### src/rtl/clock_ctrl.sv
// Alarm clock core: minute/hour timekeeping from a tick strobe, button-driven
// field editing through a mode FSM, and an alarm that rings on a minute match.
module clock_ctrl #(
  parameter int TICKS_PER_MIN = 6000
) (
  input  logic       clk,
  input  logic       rstn,
  input  logic       tick_en,
  input  logic       btn_mode,
  input  logic       btn_inc,
  input  logic       alarm_en,
  output logic [5:0] minute,
  output logic [4:0] hour,
  output logic [5:0] al_minute,
  output logic [4:0] al_hour,
  output logic [2:0] mode,
  output logic       min_tick,
  output logic       alarm
);
  localparam int PW = (TICKS_PER_MIN > 2) ? $clog2(TICKS_PER_MIN) : 1;
  localparam logic [PW-1:0] PRESC_TOP = PW'(TICKS_PER_MIN - 1);

  typedef enum logic [2:0] {
    RUN         = 3'd0,
    SET_HOUR    = 3'd1,
    SET_MIN     = 3'd2,
    SET_AL_HOUR = 3'd3,
    SET_AL_MIN  = 3'd4
  } state_t;

  state_t        state, state_nxt;
  logic [PW-1:0] presc;
  logic          mode_q, inc_q;
  logic          mode_press, inc_press, consume, act_mode, act_inc;
  logic          inc_hr, inc_mn, inc_al_hr, inc_al_mn;
  logic          advance;

  function automatic logic [5:0] wrap_inc(input logic [5:0] v, input logic [5:0] top);
    return (v >= top) ? 6'd0 : v + 6'd1;
  endfunction

  assign mode_press = btn_mode & ~mode_q;
  assign inc_press  = btn_inc & ~inc_q;
  // A ringing alarm swallows any press; a mode press shadows a coincident inc press.
  assign consume    = alarm & (mode_press | inc_press);
  assign act_mode   = mode_press & ~alarm;
  assign act_inc    = inc_press & ~alarm & ~mode_press;
  assign advance    = (state == RUN) && tick_en && (presc == PRESC_TOP);
  assign mode       = state;

  always_ff @(posedge clk or negedge rstn) begin
    if (!rstn) state <= RUN;
    else       state <= state_nxt;
  end

  always_comb begin
    state_nxt = state;
    if (act_mode) begin
      case (state)
        RUN:         state_nxt = SET_HOUR;
        SET_HOUR:    state_nxt = SET_MIN;
        SET_MIN:     state_nxt = SET_AL_HOUR;
        SET_AL_HOUR: state_nxt = SET_AL_MIN;
        default:     state_nxt = RUN;
      endcase
    end
  end

  always_comb begin
    inc_hr    = act_inc && (state == SET_HOUR);
    inc_mn    = act_inc && (state == SET_MIN);
    inc_al_hr = act_inc && (state == SET_AL_HOUR);
    inc_al_mn = act_inc && (state == SET_AL_MIN);
  end

  always_ff @(posedge clk or negedge rstn) begin
    if (!rstn) begin
      mode_q    <= 1'b0;
      inc_q     <= 1'b0;
      presc     <= '0;
      minute    <= 6'd0;
      hour      <= 5'd0;
      al_minute <= 6'd0;
      al_hour   <= 5'd6;
      min_tick  <= 1'b0;
      alarm     <= 1'b0;
    end else begin
      mode_q   <= btn_mode;
      inc_q    <= btn_inc;
      min_tick <= advance;

      if (state != RUN)    presc <= '0;
      else if (advance)    presc <= '0;
      else if (tick_en)    presc <= presc + 1'b1;

      if (advance) begin
        minute <= wrap_inc(minute, 6'd59);
        if (minute >= 6'd59) hour <= 5'(wrap_inc({1'b0, hour}, 6'd23));
      end else begin
        if (inc_mn) minute <= wrap_inc(minute, 6'd59);
        if (inc_hr) hour   <= 5'(wrap_inc({1'b0, hour}, 6'd23));
      end
      if (inc_al_mn) al_minute <= wrap_inc(al_minute, 6'd59);
      if (inc_al_hr) al_hour   <= 5'(wrap_inc({1'b0, al_hour}, 6'd23));

      // min_tick marks the cycle right after a timekeeping advance, so field edits never ring.
      if (!alarm_en)    alarm <= 1'b0;
      else if (consume) alarm <= 1'b0;
      else if (min_tick && (hour == al_hour) && (minute == al_minute)) alarm <= 1'b1;
    end
  end
endmodule

### config.mk
export PLATFORM = sky130hd
export DESIGN_NAME = clock_ctrl
export DESIGN_NICKNAME = d
export VERILOG_FILES = /design/src/rtl/clock_ctrl.sv
export SDC_FILE = /design/constraint.sdc
export NUM_CORES = 1
export LEC_CHECK = 0
export CAP_MARGIN = 20
export CORE_MARGIN = 3
export CORE_UTILIZATION = 61
export CTS_BUF_LIST = sky130_fd_sc_hd__clkbuf_4
export CTS_CLUSTER_SIZE = 20
export DETAILED_ROUTE_END_ITERATION = 10
export PLACE_DENSITY = 0.95
export SLEW_MARGIN = 20
export SYNTH_ARGS = -nofsm -noshare
export SYNTH_HDL_FRONTEND = slang
export SYNTH_SLANG_ARGS = --single-unit
### constraint.sdc
create_clock -name clk -period 3.25 [get_ports clk]
set_input_delay 0.8125 -clock clk [delete_from_list [all_inputs] [get_ports clk]]
set_output_delay 0.8125 -clock clk [all_outputs]
set_load 0.01 [all_outputs]
[After elaboration in Yosys (flattened, before gate mapping)]
Cells that the tools add are included.
Word-level totals
  input port bits: 6
  register bits after elaboration: 42
  output and inout bits: 27
Cells by class
  reduce and logical (&&, ||, !) cells: 14
  add/subtract/negate cells: 5
  multiplexer cells: 16
  order comparisons: 4
  equality and inequality tests: 9
  bitwise operators: 11
Operator list (number)
  $mux W13: 3
  $mux W5: 5
  $mux W6: 4
  $add A13 B1 Y13 const B: 1
  $eq A13 B13 Y1 const B: 1
  $add A6 B1 Y6 const B: 2
  $ge A6 B6 Y1 const B: 2
  $pmux W3 S4: 1
  $add A5 B1 Y5 const B: 2
  $ge A5 B5 Y1 const B: 2
  $logic_and A1 B1 Y1: 8
  $and A1 B1 Y1: 6
  $eq A3 B2 Y1 const B: 2
  $eq A6 B6 Y1: 1
  $reduce_bool A3 Y1: 2
  $eq A5 B5 Y1: 1
  $not A1 Y1: 4
  $reduce_bool A2 Y1: 2
  $eq A3 B1 Y1 const B: 1
  $eq A3 B3 Y1 const B: 1
  $logic_not A3 Y1: 1
  $mux W1: 3
  $ne A3 B1 Y1 const B: 1
  $ne A2 B1 Y1 const B: 1
  2 further kinds: 2

[Depth between registers and ports, before layout]
Gate-level depths: netlist (run 1).
  depth after elaboration: 7
  gate-level depth with buffers: 7
  mapped depth without buffers: 6

[Least setup slack after synthesis (run 1)]
OpenSTA, ideal clock, no wires.
  path kind: input-to-reg
  start point: in tick_en
  end point: reg hour[4]
  arrival: 2096 ps
  data required time: 3132 ps
  path slack: 1036 ps
  path buffers: 0
  stages: 5
  path through: or4b_1 > nor3_1 > a31oi_1 > nand2b_1 > a21o_1
On the way
  cells in the longest elaborated chain, start to end: 4
RTL lines
  start, declared: line 8  | input logic tick_en,
  $logic_and A1 B1 Y1 (*) (2 in a row): line 48  | assign advance = (state == RUN) && tick_en && (presc == PRESC_TOP);
  $ne A2 B1 Y1 (no source line) or $reduce_bool A2 Y1 (tied branches)
  $reduce_and A2 Y1 (no source line)
  end signal, assigned: line 98  | if (minute >= 6'd59) hour <= 5'(wrap_inc({1'b0, hour}, 6'd23));
  end signal, assigned: line 101  | if (inc_hr) hour <= 5'(wrap_inc({1'b0, hour}, 6'd23));
  end, declared: line 13  | output logic [4:0] hour,
Every way passes the cells marked *; elsewhere a longest branch is shown, timed or not.
A chain may end at the register's enable or synchronous reset.

[Worst setup path in the final report (run 1)]
  start point: in btn_mode
  end point: reg minute[5]
On the way
  cells in the longest elaborated chain, start to end: 5
RTL lines
  start, declared: line 9  | input logic btn_mode,
  $and A1 B1 Y1: line 42  | assign mode_press = btn_mode & ~mode_q;
  $not A1 Y1: line 47  | assign act_inc = inc_press & ~alarm & ~mode_press;
  $and A1 B1 Y1: line 47
  $logic_and A1 B1 Y1: line 71  | inc_mn = act_inc && (state == SET_MIN);
  $reduce_bool A2 Y1 (no source line)
  end signal, assigned: line 97  | minute <= wrap_inc(minute, 6'd59);
  end signal, assigned: line 100  | if (inc_mn) minute <= wrap_inc(minute, 6'd59);
  end, declared: line 12  | output logic [5:0] minute,
No other way between the ends.

==> out/metrics.yaml, run 1 <==
critical_path:
  crit_path_max_fanout: 12
  end_kind: "flip-flop"
  path_buf_inv: 1
  worstPathRequired_ps: 3510
  r2r_cells: 5
  r2r-start: "mode[1]$_DFFE_PN0P_"
  cp_slowest_cell: "a21oi_1"
  critPathLaunchType: "input port"
  r2r_end: "minute[4]$_DFFE_PN0P_"
  critPathArrivalTime_ps: 2920
  criticalPathCategory: "in2reg"
  path_cells: "clkdlybuf4s50_1 -> nor2b_1 -> nor4_1 -> a21oi_1 -> nor3_1 -> o22a_1"
  r2r_slack_ps: 1090
  critPathMaxStageDelay_ps: 670
  crit_family: "compound AO/OA/AOI/OAI gates"
clock_network:
  cts_buffers: 5
  clk_path_buf_depth: 2
  cts_root_buffer: "clkbuf_4"
  postCtsSetupBuffers: 0
  cts_sinks: 42
  path_clk_slew_ps: 120
  htree_levels: 2
  insertion_delay_ps: 360
  cts_tree: "yes"
  cts_resized: 0
  cts_hold_buf: 0
synth:
  synthArstFlopShare_pct: 100
  ys.flop_type: "dfrtp_1"
  synthAdderAreaFrac_pct: 2.67
  synth_top_family_by_area: "simple AND/OR/NAND/NOR gates"
  synthDistinctLibCells: 47
  syn-instance-count: 255
  ys_warn_count: 0
  synth-edff-count: 0
  synth.area.mux_share_pct: 1.39
  syn-cell-area_um2: 2340
  yosysSeqAreaShare_pct: 45.0
  yosys.area_share.simple_pct: 25.7
  synthXorXnorAreaFrac_pct: 4.49
  synth.avg_cell_area_um2: 9.19
  synth_compound_area_share_pct: 18.4
  synth_nets: 266
  synth-seq-cells: 42
worst_hold_path:
  hold_start: "presc[10]$_DFFE_PN0P_"
  min_path_cells: 1
  hold_class: "reg2reg"
  min_to: "presc[10]$_DFFE_PN0P_"
detailed_routing:
  ant_nets: 0
  route.detailed.drc: 0
  drt_pre_antenna_iters: 5
  first_iter_violations: 279
  drt_wl_total_mm: 5.19
  vias_per_cell: 6.27
  wire_per_inst_um: 15.5
  num_vias: 2102
timing:
  min_period_over_period_pct: 81.7
  setup_viol: 0
  clock_skew_ps: 15.8
  max_slew_margin_pct: 39.4
  fmax_ghz: 0.377
  rsz0062_at_grt: "false"
  drv_slew: 0
  worst_slew_pin_slew_ps: 909
  fin_setup_tns_ps: 0
  post-route-min-period_ps: 2660
  setup_ws_ps: 594
  final-hold-violation-count: 0
finish:
  seq_area_um2: 1050
  drive_gt1_share_pct: 7.27
  fin_nets: 299
  diodes: 0
  syn_to_final_growth_pct: 17.1
  nFillCells: 249
  multiInputGateArea_um2: 1230
outcome:
  status: "completed"
place:
  globalplace.congestion: 0.867
  place_ws_ps: 230
  hpwl_mm: 3.72
  io_buffers: 32
power:
  powerDensity_nw_per_um2: 598
  p_leak_nw: 1.15
  report.power.total_mw: 1.64
  irDropWorstVdd_uv: 423
floorplan:
  start_util_pct: 66.5
  rows: 21
  dieArea_um2: 4620
  die_w_um: 68.0
  die_h_um: 68.0
  ios: 33
  core_area_um2: 3520
grt:
  grt_overflow: 0
  grt_use_total_pct: 25.3
  grt_max_degree: 43
  antenna_found_initial: 0
  grt_pass1_wl_mm: 8.87
  grt_pass1_vias: 1952
run:
  drv_cap: 0
[Yosys cell counts (2+ instances only)]
cell type,n,area share (%)
inv_1,4,0.64
or3_1,2,0.53
a21oi_1,9,1.9
or4b_1,2,0.85
a22o_1,4,1.5
a21o_1,8,2.6
dfstp_2,2,2.2
o21ai_0,25,5.3
nor2_1,19,3.0
o31ai_1,4,1.3
dfrtp_1,40,43
nor4_1,8,2.1
nand3_1,11,2.4
a2bb2oi_1,2,0.75
and2_1,4,1.1
nor3_1,9,1.9
or2_2,4,1.1
a31oi_1,6,1.6
nand4_1,5,1.3
and3_1,4,1.1
mux2_2,2,0.96
ha_1,5,2.7
buf_2,2,0.43
nor2b_1,4,1.1
nand2_1,25,4.0
o22a_1,3,1.1
xor2_1,6,2.2
nand2b_1,7,1.9
xnor2_1,6,2.2
clkbuf_1,5,0.80
o21a_1,2,0.64
[layer usage]
layer	routed length [um]	global-route usage, %	vias to the layer above
li1	-	-	1003
met1	2350	34.6	989
met2	2390	38.5	95
met3	344	4.93	15
met4	110	12.2	0
met5	0	0	-
[through the flow]
stage | util [%] | instance area (um2) | hold slack (ps) | std cells
2_1_floorplan | - | 2340 | 462 | 255
3_3_place_gp | 76.4 | 2690 | 489 | 327
3_5_place_dp | 76.4 | 2690 | 493 | 327
4_1_cts | 77.9 | 2740 | 515 | 335
5_1_grt | 77.9 | 2740 | 547 | 335
6_report | 77.9 | 2740 | 515 | 335
[cell type report]
type	instances	area share (%)
clock buffer	6	1.64
clock inverter	2	0.319
inverter	4	0.547
multi-input combinational	201	45.0
sequential	42	38.4
tap	46	2.10
timing repair buffer	34	12.0
[layout by cell type (no fill, tap or decap), drive strengths merged, types with 5 or more instances in the layout]
cell           count
ha                 5
clkdlybuf4s50     31
xor2               6
nor3              10
nor4               8
xnor2              6
dfrtp             40
nand3             11
o21ai             25
nand2             25
a21o               8
nor2              19
a21oi              9
nand2b             7
a31oi              6
clkbuf             6
nand4              5
[registers in the layout, summed over array words and instances (netlist names)]
name       flops
mode_q         1
mode           3
presc         13
al_hour        5
minute         6
inc_q          1
hour           5
min_tick       1
al_minute      6
alarm          1
[worst max path at each step]
stage                                        to  slack [ps]  cells after the start      from
final                     minute[5]$_DFFE_PN0P_         590                      6  btn_mode
after global routing      minute[0]$_DFFE_PN0P_         400                      6  btn_mode
after CTS                 minute[4]$_DFFE_PN0P_         620                      6  btn_mode
after detailed placement  minute[4]$_DFFE_PN0P_         230                      6  btn_mode
after global placement      hour[4]$_DFFE_PN0P_         340                      6   tick_en
after floorplan             hour[4]$_DFFE_PN0P_        1040                      5   tick_en
[worst reg2reg max path, stage by stage, from the launching register on]
cell     delay, ps
dfrtp_1        490
or4b_1         640
nor3_1         230
a21oi_1        300
o21ai_0        280
o31ai_1        110
[report_power, final]
group / switching [mW] / internal (mW) / leakage (nW)
sequential: 0.178 / 0.619 / 0.548
clock: 0.163 / 0.0897 / 0.0331
combinational: 0.271 / 0.321 / 0.573
total: 0.611 / 1.03 / 1.15
[cells by family after synthesis]
logic type,after synthesis
XOR/XNOR,12
adder cells (fa/ha/maj),5
buffers and inverters,12
flip-flops,42
multiplexers,3
AND/OR/NAND/NOR,113
AO/OA/AOI/OAI,68
Power figures use the tool's default switching activity.
==> inputs of run 2 (changes only) <==
--- a/config.mk
+++ b/config.mk
@@ -7,11 +7,11 @@
 export LEC_CHECK = 0
 export CAP_MARGIN = 20
 export CORE_MARGIN = 3
-export CORE_UTILIZATION = 61
+export CORE_UTILIZATION = 51
 export CTS_BUF_LIST = sky130_fd_sc_hd__clkbuf_4
 export CTS_CLUSTER_SIZE = 20
 export DETAILED_ROUTE_END_ITERATION = 10
-export PLACE_DENSITY = 0.95
+export PLACE_DENSITY = 0.85
 export SLEW_MARGIN = 20
 export SYNTH_ARGS = -nofsm -noshare
 export SYNTH_HDL_FRONTEND = slang
==> constraint.sdc (replaced) <==
create_clock -name clk -period 2.38 [get_ports clk]
set_input_delay 0.595 -clock clk [delete_from_list [all_inputs] [get_ports clk]]
set_output_delay 0.595 -clock clk [all_outputs]
set_load 0.01 [all_outputs]
==> run 2 against run 1 <==
- worst hold slack got worse by 230 ps
- largest cell class unchanged
- routed wire length fell by 3.7%
- cell count grew 4.8%
- sequential share of layout area fell by 1.4 points
- clock-buffer cell count decreased by 1
- clock power rose by 79%
==> out/metrics.yaml, run 2 (synthesis results as in run 1) <==
critical_path:
  worstPathRequired_ps: 2630  # -880 ps
  path_cells: "clkdlybuf4s50_1 -> or4b_1 -> nor3_1 -> a31oi_1 -> nand2b_1 -> a21o_1"
  critPathMaxStageDelay_ps: 480  # -190 ps
  criticalPathCategory: "in2reg"
  end_kind: "flip-flop"
  cp_slowest_cell: "clkdlybuf4s50_1"
  critPathArrivalTime_ps: 2460  # -460 ps
  crit_path_max_fanout: 8  # -4
  critPathLaunchType: "input port"
finish:
  nFillCells: 370  # +49%
  final_common_cell: "dfrtp_1"
  top_regs: "presc x13, al_minute x6, minute x6"
  layout_common_cells: "40 x dfrtp_1, 31 x clkdlybuf4s50_1, 25 x nand2_1, 25 x o21ai_0, 19 x nor2_1"
  final_cells: 351  # +4.8%
  fin_nets: 309  # +3.3%
  top_register: "presc"
  diodes: 0  # unchanged
  drive_gt1_share_pct: 10.7  # +3.4 points
  multiInputGateArea_um2: 1230  # unchanged
  largest_register_ffs: 13  # unchanged
  syn_to_final_growth_pct: 21.7
  seq_area_um2: 1050  # unchanged
power:
  powerDensity_nw_per_um2: 824  # +38%
  report.power.total_mw: 2.35  # +43%
  irDropWorstVdd_uv: 370  # -13%
  p_leak_nw: 1.21  # +5.1%
clock_network:
  clk_path_buf_depth: 2  # unchanged
  postCtsSetupBuffers: 0  # unchanged
  cts_buffers: 5  # unchanged
  cts_hold_buf: 0  # unchanged
  cts_resized: 0  # unchanged
  cts_root_buffer: "clkbuf_4"
  cts_tree: "yes"
  path_clk_slew_ps: 130  # about the same
  cts_sinks: 42  # unchanged
  htree_levels: 2  # unchanged
  insertion_delay_ps: 350  # about the same
floorplan:
  die_h_um: 73.8  # +8.5%
  ios: 33  # unchanged
  start_util_pct: 53.4  # -13 points
  core_area_um2: 4380  # +25%
  rows: 24  # +14%
  dieArea_um2: 5440  # +18%
  die_w_um: 73.8  # +8.5%
grt:
  grt_overflow: 0  # unchanged
  grt_pass1_wl_mm: 8.45  # -4.8%
  grt_max_degree: 43  # unchanged
  grt_use_total_pct: 19.9  # -5.4 points
  antenna_found_initial: 0  # unchanged
  grt_pass1_vias: 1891  # -3.1%
timing:
  post-route-min-period_ps: 2210
  rsz0062_at_grt: "false"
  fin_setup_tns_ps: 0  # unchanged
  setup_viol: 0  # unchanged
  setup_ws_ps: 169  # -425 ps
  min_period_over_period_pct: 92.9
  worst_hold_slack_ps: 284  # -231 ps
  max_slew_margin_pct: 50.0  # +11 points
  final-hold-violation-count: 0  # unchanged
  drv_slew: 0  # unchanged
  fmax_ghz: 0.452
  clock_skew_ps: 13.0  # -2.76 ps
  worst_slew_pin_slew_ps: 750  # -159 ps
place:
  globalplace.congestion: 0.831  # -4.2%
  dp.cells: 343  # +4.9%
  place_ws_ps: -165  # -395 ps
  hpwl_mm: 3.66  # -1.5%
  io_buffers: 32  # unchanged
detailed_routing:
  drt_wl_total_mm: 5.00  # -3.7%
  ant_nets: 0  # unchanged
  wire_per_inst_um: 14.2  # -8.1%
  drt_pre_antenna_iters: 5  # unchanged
  num_vias: 2055  # -2.2%
  first_iter_violations: 94  # -66%
  vias_per_cell: 5.85  # -6.7%
  route.detailed.drc: 0  # unchanged
run:
  drv_cap: 0  # unchanged
outcome:
  status: "completed"
worst_hold_path:
  hold_class: "in2async"
==> run 2: routing by layer <==
metal / up-vias / global-route usage (%) / routed length, um
li1: 1022 / - / -
met1: 976 / 25.4 / 2330
met2: 51 / 34.2 / 2380
met3: 6 / 4.51 / 235
met4: 0 / 4.63 / 48
met5: - / 0 / 0
==> run 2: power breakdown <==
group          internal (mW)  leakage [nW]  switching, mW
sequential             0.845         0.548          0.233
combinational          0.457         0.619          0.363
clock                  0.218        0.0450          0.232
==> run 2: critical path: cells and delay by family <==
kind	cells	cell delay, ps
and+or+nand+nor	3	940
buffers and inverters	1	480
AOI/OAI and AO/OA	2	450
==> run 2: stage by stage <==
step | util (%) | cell area, um2
5_1_grt | 65.0 | 2850
2_1_floorplan | - | 2340
4_1_cts | 65.0 | 2850
6_report | 65.0 | 2850
3_5_place_dp | 63.2 | 2770
3_3_place_gp | 63.2 | 2770
==> run 2: area by class of cell <==
cell class              count  area share, %
flip-flops and latches     42           37.0
repair buffers             44           14.2
multi-input cells         201           43.3
inverters                   4          0.527
well taps                  52           2.28
clock buffers               5           1.32
clock inverters             3           1.40
==> run 2: worst paths after layout <==
check / startpoint / cells past startpoint / slack, ps / endpoint
max: tick_en / 6 / 170 / hour[4]$_DFFE_PN0P_
min: rstn / 2 / 280 / al_minute[2]$_DFFE_PN0P_
max reg2reg: mode[1]$_DFFE_PN0P_ / 5 / 270 / hour[4]$_DFFE_PN0P_
min reg2reg: presc[12]$_DFFE_PN0P_ / 1 / 520 / presc[12]$_DFFE_PN0P_
max in group asynchronous: rstn / 2 / 1720 / al_hour[2]$_DFFE_PN1P_
min in group clk: presc[12]$_DFFE_PN0P_ / 1 / 520 / presc[12]$_DFFE_PN0P_
==> inputs of run 3 (changes only) <==
--- a/config.mk
+++ b/config.mk
@@ -5,13 +5,14 @@
 export SDC_FILE = /design/constraint.sdc
 export NUM_CORES = 1
 export LEC_CHECK = 0
+export ABC_AREA = 1
 export CAP_MARGIN = 20
 export CORE_MARGIN = 3
-export CORE_UTILIZATION = 51
+export CORE_UTILIZATION = 52
 export CTS_BUF_LIST = sky130_fd_sc_hd__clkbuf_4
 export CTS_CLUSTER_SIZE = 20
 export DETAILED_ROUTE_END_ITERATION = 10
-export PLACE_DENSITY = 0.85
+export PLACE_DENSITY = 0.86
 export SLEW_MARGIN = 20
 export SYNTH_ARGS = -nofsm -noshare
 export SYNTH_HDL_FRONTEND = slang
==> run 3 against run 2 <==
- critical path depth down 5
- register-to-register slack better by 410 ps
- largest power group is now combinational logic
- area after synthesis up 6.5%
- critical path type is now reg2out
==> out/metrics.yaml, run 3 <==
outcome:
  status: "completed"
finish:
  syn_to_final_growth_pct: 18.3
  drive_gt1_share_pct: 6.77  # -3.9 points
  largest_register_ffs: 13  # unchanged
  top_register: "presc"
  final_common_cell: "nand2_1"
  layout_common_cells: "91 x nand2_1, 47 x inv_1, 44 x nand3_1"
  final_cells: 436  # +24%
  diodes: 0  # unchanged
  top_regs: "presc x13, al_minute x6, minute x6"
  nFillCells: 390  # +5.4%
  fin_nets: 395  # +28%
timing:
  worst_slew_pin_slew_ps: 525  # -225 ps
  drv_slew: 0  # unchanged
  final-hold-violation-count: 0  # unchanged
  setup_viol: 0  # unchanged
  max_slew_margin_pct: 65.0  # +15 points
  fmax_ghz: 0.479  # +5.8%
  fin_setup_tns_ps: 0  # unchanged
  clock_skew_ps: 13.8  # +0.841 ps
  rsz0062_at_grt: "false"
  min_period_over_period_pct: 87.8  # -5.1 points
  post-route-min-period_ps: 2090  # -121 ps
critical_path:
  cp_slowest_cell: "dfstp_2"
  r2r-start: "presc[0]$_DFFE_PN0P_"
  critPathArrivalTime_ps: 1490  # -970 ps
  worstSetupEndpoint: "al_hour[2]"
  r2r_slack_ps: 680  # +410 ps
  critPathMaxStageDelay_ps: 600  # +120 ps
  path_cells: "clkdlybuf4s50_1"
  crit_start: "al_hour[2]$_DFFE_PN1P_"
  r2r_end: "presc[5]$_DFFE_PN0P_"
  crit_family: "flip-flops"
  worstPathRequired_ps: 1780  # -850 ps
  path_buf_inv: 1  # unchanged
  criticalPathCategory: "reg2out"
  crit_path_max_fanout: 6  # -2
  cp.depth: 1  # -5
  r2r_cells: 6  # +1
  end_kind: "output pin"
  critPathLaunchType: "flip-flop"
power:
  irDropWorstVdd_uv: 443  # +20%
  p_leak_nw: 1.40  # +16%
  powerDensity_nw_per_um2: 1020  # +23%
  report.power.total_mw: 3.00  # +28%
grt:
  grt_overflow: 0  # unchanged
  grt_pass1_vias: 2195  # +16%
  grt_pass1_wl_mm: 9.52  # +13%
  antenna_found_initial: 0  # unchanged
  grt_use_total_pct: 21.7  # +1.8 points
  grt_max_degree: 43  # unchanged
floorplan:
  die_h_um: 75.3  # +2.0%
  start_util_pct: 55.4  # +2.0 points
  dieArea_um2: 5660  # +4.1%
  ios: 33  # unchanged
  die_w_um: 75.3  # +2.0%
  rows: 24  # unchanged
  core_area_um2: 4500  # +2.7%
clock_network:
  postCtsSetupBuffers: 0  # unchanged
  cts_root_buffer: "clkbuf_4"
  cts_buffers: 5  # unchanged
  cts_tree: "yes"
  clk_path_buf_depth: 2  # unchanged
  cts_sinks: 42  # unchanged
  htree_levels: 2  # unchanged
  cts_hold_buf: 0  # unchanged
  insertion_delay_ps: 360  # about the same
  cts_resized: 0  # unchanged
  path_clk_slew_ps: 130  # about the same
detailed_routing:
  drt_wl_total_mm: 5.58  # +12%
  ant_nets: 0  # unchanged
  route.detailed.drc: 0  # unchanged
  drt_pre_antenna_iters: 5  # unchanged
  first_iter_violations: 183  # +95%
  wire_per_inst_um: 12.8  # -10%
  vias_per_cell: 5.52  # -5.7%
  num_vias: 2408  # +17%
synth:
  ys.flop_type: "dfrtp_1"
  synth.top_cell.area_share_pct: 40.1  # -2.6 points
  ys_warn_count: 0  # unchanged
  synth.most_common_cell: "nand2_1"
  synth-edff-count: 0  # unchanged
  synthArstFlopShare_pct: 100  # unchanged
  synth-seq-cells: 42  # unchanged
  synth_area_leaders: "dfrtp_1 40%, nand2_1 14%, nand3_1 8.8%, inv_1 7.1%, nor2_1 5.3%"
  synth.avg_cell_area_um2: 7.25  # -21%
  synth_nets: 355  # +33%
  yosysSeqAreaShare_pct: 42.2  # -2.8 points
  synth_top_cell_by_area: "dfrtp_1"
  yosys-top-cells-count: "91 x nand2_1, 47 x inv_1, 44 x nand3_1"
  syn-instance-count: 344  # +35%
  syn-cell-area_um2: 2490  # +6.5%
  synthDistinctLibCells: 27  # -43%
place:
  io_buffers: 32  # unchanged
  dp.cells: 429  # +25%
  hpwl_mm: 4.31  # +18%
  globalplace.congestion: 0.921  # +11%
run:
  drv_cap: 0  # unchanged
worst_hold_path:
  hold_class: "in2async"
run 3: cell count changes in the layout (fill, tap and decap cells not counted), sizes merged, moves of 5 or more:
cell,delta
nand3,+34
nor2,+21
nand2,+70
a31oi,-5
nor4,-8
buf,-10
a21o,-8
nand2b,-7
inv,+45
run 3: cell type report:
class                           instances  area [um2]  area share, %
Timing Repair Buffer                   34         330           11.2
Clock buffer                            5        37.5           1.27
Clock inverter                          2        33.8           1.15
Sequential cell                        42        1050           35.7
Multi-Input combinational cell        252        1250           42.2
Tap cell                               52        65.1           2.21
Inverter                               49         184           6.23
run 3: worst min-delay path by stage:
stage / slack, ps / cells past startpoint / to
floorplan: 300 / 0 / al_hour[0]$_DFFE_PN0P_
global placement: 490 / 2 / presc[11]$_DFFE_PN0P_
detailed placement: 490 / 2 / presc[11]$_DFFE_PN0P_
CTS: 290 / 2 / al_minute[2]$_DFFE_PN0P_
global route: 290 / 2 / al_minute[0]$_DFFE_PN0P_
finish: 270 / 2 / al_minute[2]$_DFFE_PN0P_
run 3: worst reg2reg max path: stages (launching register included):
cell     delay (ps)
dfrtp_1         420
ha_1            260
nand3_1         160
nor2_1          100
a21oi_1         450
o21ai_1         140
o21ai_0         100
run 3: cells by family after synthesis:
kind of cell | after synthesis | synth area share [%]
DFF | 42 | 42.2
AOI/OAI and AO/OA | 37 | 7.97
buffers and inverters | 50 | 7.82
and+or+nand+nor | 199 | 35.6
adders and majority gates | 5 | 2.51
xor gates and xnor gates | 11 | 3.86
run 3: per-stage QoR:
stage | hold WS, ps | area (um2) | setup slack (ps) | utilization (%)
after floorplan | 299 | 2490 | 941 | -
after global placement | 489 | 2880 | 319 | 63.9
after detailed placement | 493 | 2880 | 207 | 63.9
after CTS | 294 | 2950 | 280 | 65.5
after global routing | 289 | 2950 | 236 | 65.5
final | 266 | 2950 | 291 | 65.5
run 3: where the power goes:
group | total [mW] | internal, mW | switching, mW | leakage, nW
clock | 0.445 | 0.212 | 0.232 | 0.0387
sequential | 1.20 | 0.914 | 0.286 | 0.530
combinational | 1.35 | 0.621 | 0.730 | 0.834
run 3: routing by layer:
layer	up-vias	routed length [um]	GRT usage, %
li1	1195	-	-
met1	1116	2430	26.0
met2	82	2750	38.1
met3	15	263	4.81
met4	0	138	8.16
met5	-	0	0
==> RTL edit: new RTL, settings of run 2 <==
`TICKS_PER_MIN`: 6000 -> 12000.
--- a/src/rtl/clock_ctrl.sv
+++ b/src/rtl/clock_ctrl.sv
@@ -3,3 +3,3 @@
 module clock_ctrl #(
-  parameter int TICKS_PER_MIN = 6000
+  parameter int TICKS_PER_MIN = 12000
 ) (
Formal check against the unedited RTL: no difference found for any inputs over 10 cycles, from zero or initial values and one cycle with rstn low; that may be too few to reach the edited logic, so the function may still have changed.
==> RTL edit against run 2 <==
- setup slack got worse by 0.11 ns
- cell area rose by 3.6%
- largest cell class unchanged
- highest routed layer unchanged
- wire length is 4.7% higher
- via count rose by 5.1%
- power down 3.8%
- sequential cell count rose by 1
- area after synthesis rose by 4.2%
- sequential share of layout area is 0.42 points lower
==> RTL edit: results (changes against run 2) <==
Run status
  – Run status: finished, final reports clean

Yosys
  – FFs w/ async S/R, synth: 100% (unchanged)
  – Synth cell types: 55 (+17%)
  – Most area-consuming cells after synthesis: dfrtp_1, o21ai_0, nand2_1
  – Ys Warns: 0 (unchanged)
  – Sequential area share after synthesis: 44.2% (-0.77 points)
  – Syn nets: 275 (+3.4%)
  – Commonest cells post-synth: dfrtp_1, nand2_1, o21ai_0, nand3_1, nor2_1

Placement
  – HPWL after DPL: 3710 um (+1.3%)
  – # port buffers: 32 (unchanged)
  – Place WS: -0.344 ns (-0.179 ns)
  – Routability cong.: 0.872 (+4.9%)

Cells and area
  – Fillers: 366 (-1.1%)
  – Share of layout cells above drive strength 1: 12.3% (+1.6 points)
  – Antenna diodes: 0 (unchanged)
  – Nets: 319 (+3.2%)
  – Largest regs: presc (14), al_minute (6), minute (6)

GRT
  – Grt met3 use: 3.74% (-0.78 points)
  – GR Layer Usage met1: 27.3% (+1.9 points)
  – Met2 Track Usage GR: 31.8% (-2.3 points)
  – Gr usage total: 20.5% (+0.57 points)
  – Antenna violations before repair: 0 (unchanged)
  – Pin count of the biggest net entering global routing: 44 (+2.3%)
  – Vias in the first global route: 1961 (+3.7%)
  – Global-route wire length before repair: 8860 um (+4.9%)

Timing
  – Clock skew: 0.0163 ns (+0.00328 ns)
  – Relative slew slack: 44.9% (-5.1 points)

Clock tree
  – Clk slew on worst S/H paths: 0.13 ns (about the same)
  – CTS buffer count: 5 (unchanged)
  – Root Driver: clkbuf_4
  – Latest clock arrival within the worst-skew pair: 0.36 ns
  – Htree depth: 2 (unchanged)
  – Worst-case clock buffer depth: 2 (unchanged)

Route
  – Via Count: 2160 (+5.1%)
  – Routed len/inst: 14.5 um (+2.1%)
  – DR iter-0 viols: 162 (+72%)
  – DRT Pass-1 Iters: 4 (-1)

Power and ir drop
  – Peak supply drop: 392 uV (+6.0%)
  – Leakage power: 0.00123 uW (+1.5%)

Setup path
  – Arrival @ worst endpoint: 2.63 ns (+0.17 ns)
  – Crit path max fanout: 4 (-4)

Min path
  – Worst Hold Class: input pin to async pin
## RTL edit: kinds of logic (layout without fill, tap and decap cells)
logic type | count (synthesis) | in the layout | share of synthesized area (%)
and+or+nand+nor | 113 | 113 | 26.7
AOI/OAI and AO/OA | 71 | 71 | 18.8
DFF | 43 | 43 | 44.2
buffers and inverters | 18 | 63 | 2.87
muxes | 1 | 1 | 0.462
adders and majority gates | 6 | 6 | 3.08
xor gates and xnor gates | 11 | 11 | 3.95
## RTL edit: layout make-up
cell class | instances | area, um2 | share of cell area [%]
Multi-Input combinational cell | 202 | 1300 | 43.9
Sequential cell | 43 | 1080 | 36.5
Timing Repair Buffer | 47 | 428 | 14.5
Tap cell | 52 | 65.1 | 2.20
Clock buffer | 6 | 45.0 | 1.53
Inverter | 8 | 30.0 | 1.02
Clock inverter | 2 | 8.76 | 0.297
## RTL edit: timing repair
item                       in CTS  in global routing
setup endpoints to repair       0                  2
gates resized for setup         0                  2
buffers inserted                0                  0
## RTL edit: path summary, 6_finish.rpt
check / start / end / slack, ns / cells after the start
setup / recovery: btn_inc / al_minute[2]$_DFFE_PN0P_ / 0.06 / 5
max in group asynchronous: rstn / mode[2]$_DFFE_PN0P_ / 1.70 / 2
hold reg to reg: presc[11]$_DFFE_PN0P_ / presc[11]$_DFFE_PN0P_ / 0.50 / 1
hold / removal: rstn / al_hour[4]$_DFFE_PN0P_ / 0.28 / 2
min in group clk: presc[11]$_DFFE_PN0P_ / presc[11]$_DFFE_PN0P_ / 0.50 / 1
setup reg to reg: presc[8]$_DFFE_PN0P_ / minute[5]$_DFFE_PN0P_ / 0.15 / 5
## RTL edit: where the power goes
group	total, uW	switching (uW)	leakage [uW]	internal (uW)
Combinational	837	375	0.000630	462
Clock	361	239	0.0000331	123
Sequential	1060	213	0.000567	848
Total	2260	826	0.00123	1430
## RTL edit: per-layer routing
metal	wire, um	share of wire (%)	vias to the layer above
li1	-	-	1063
met1	2440	47	1023
met2	2450	47	61
met3	221	4.2	13
met4	125	2.4	0
met5	0	0	-
## RTL edit: worst max-delay path: stages
cell and delay [ns]:
clkdlybuf4s50_1 0.50, or4b_4 0.48, or4b_4 0.50, or4b_1 0.47
nand2_1 0.08
## RTL edit: stage by stage
stage / std cells / area (um2)
6_report: 360 / 2950
2_1_floorplan: 263 / 2440
5_1_grt: 360 / 2950
3_3_place_gp: 352 / 2890
3_5_place_dp: 352 / 2890
4_1_cts: 360 / 2950
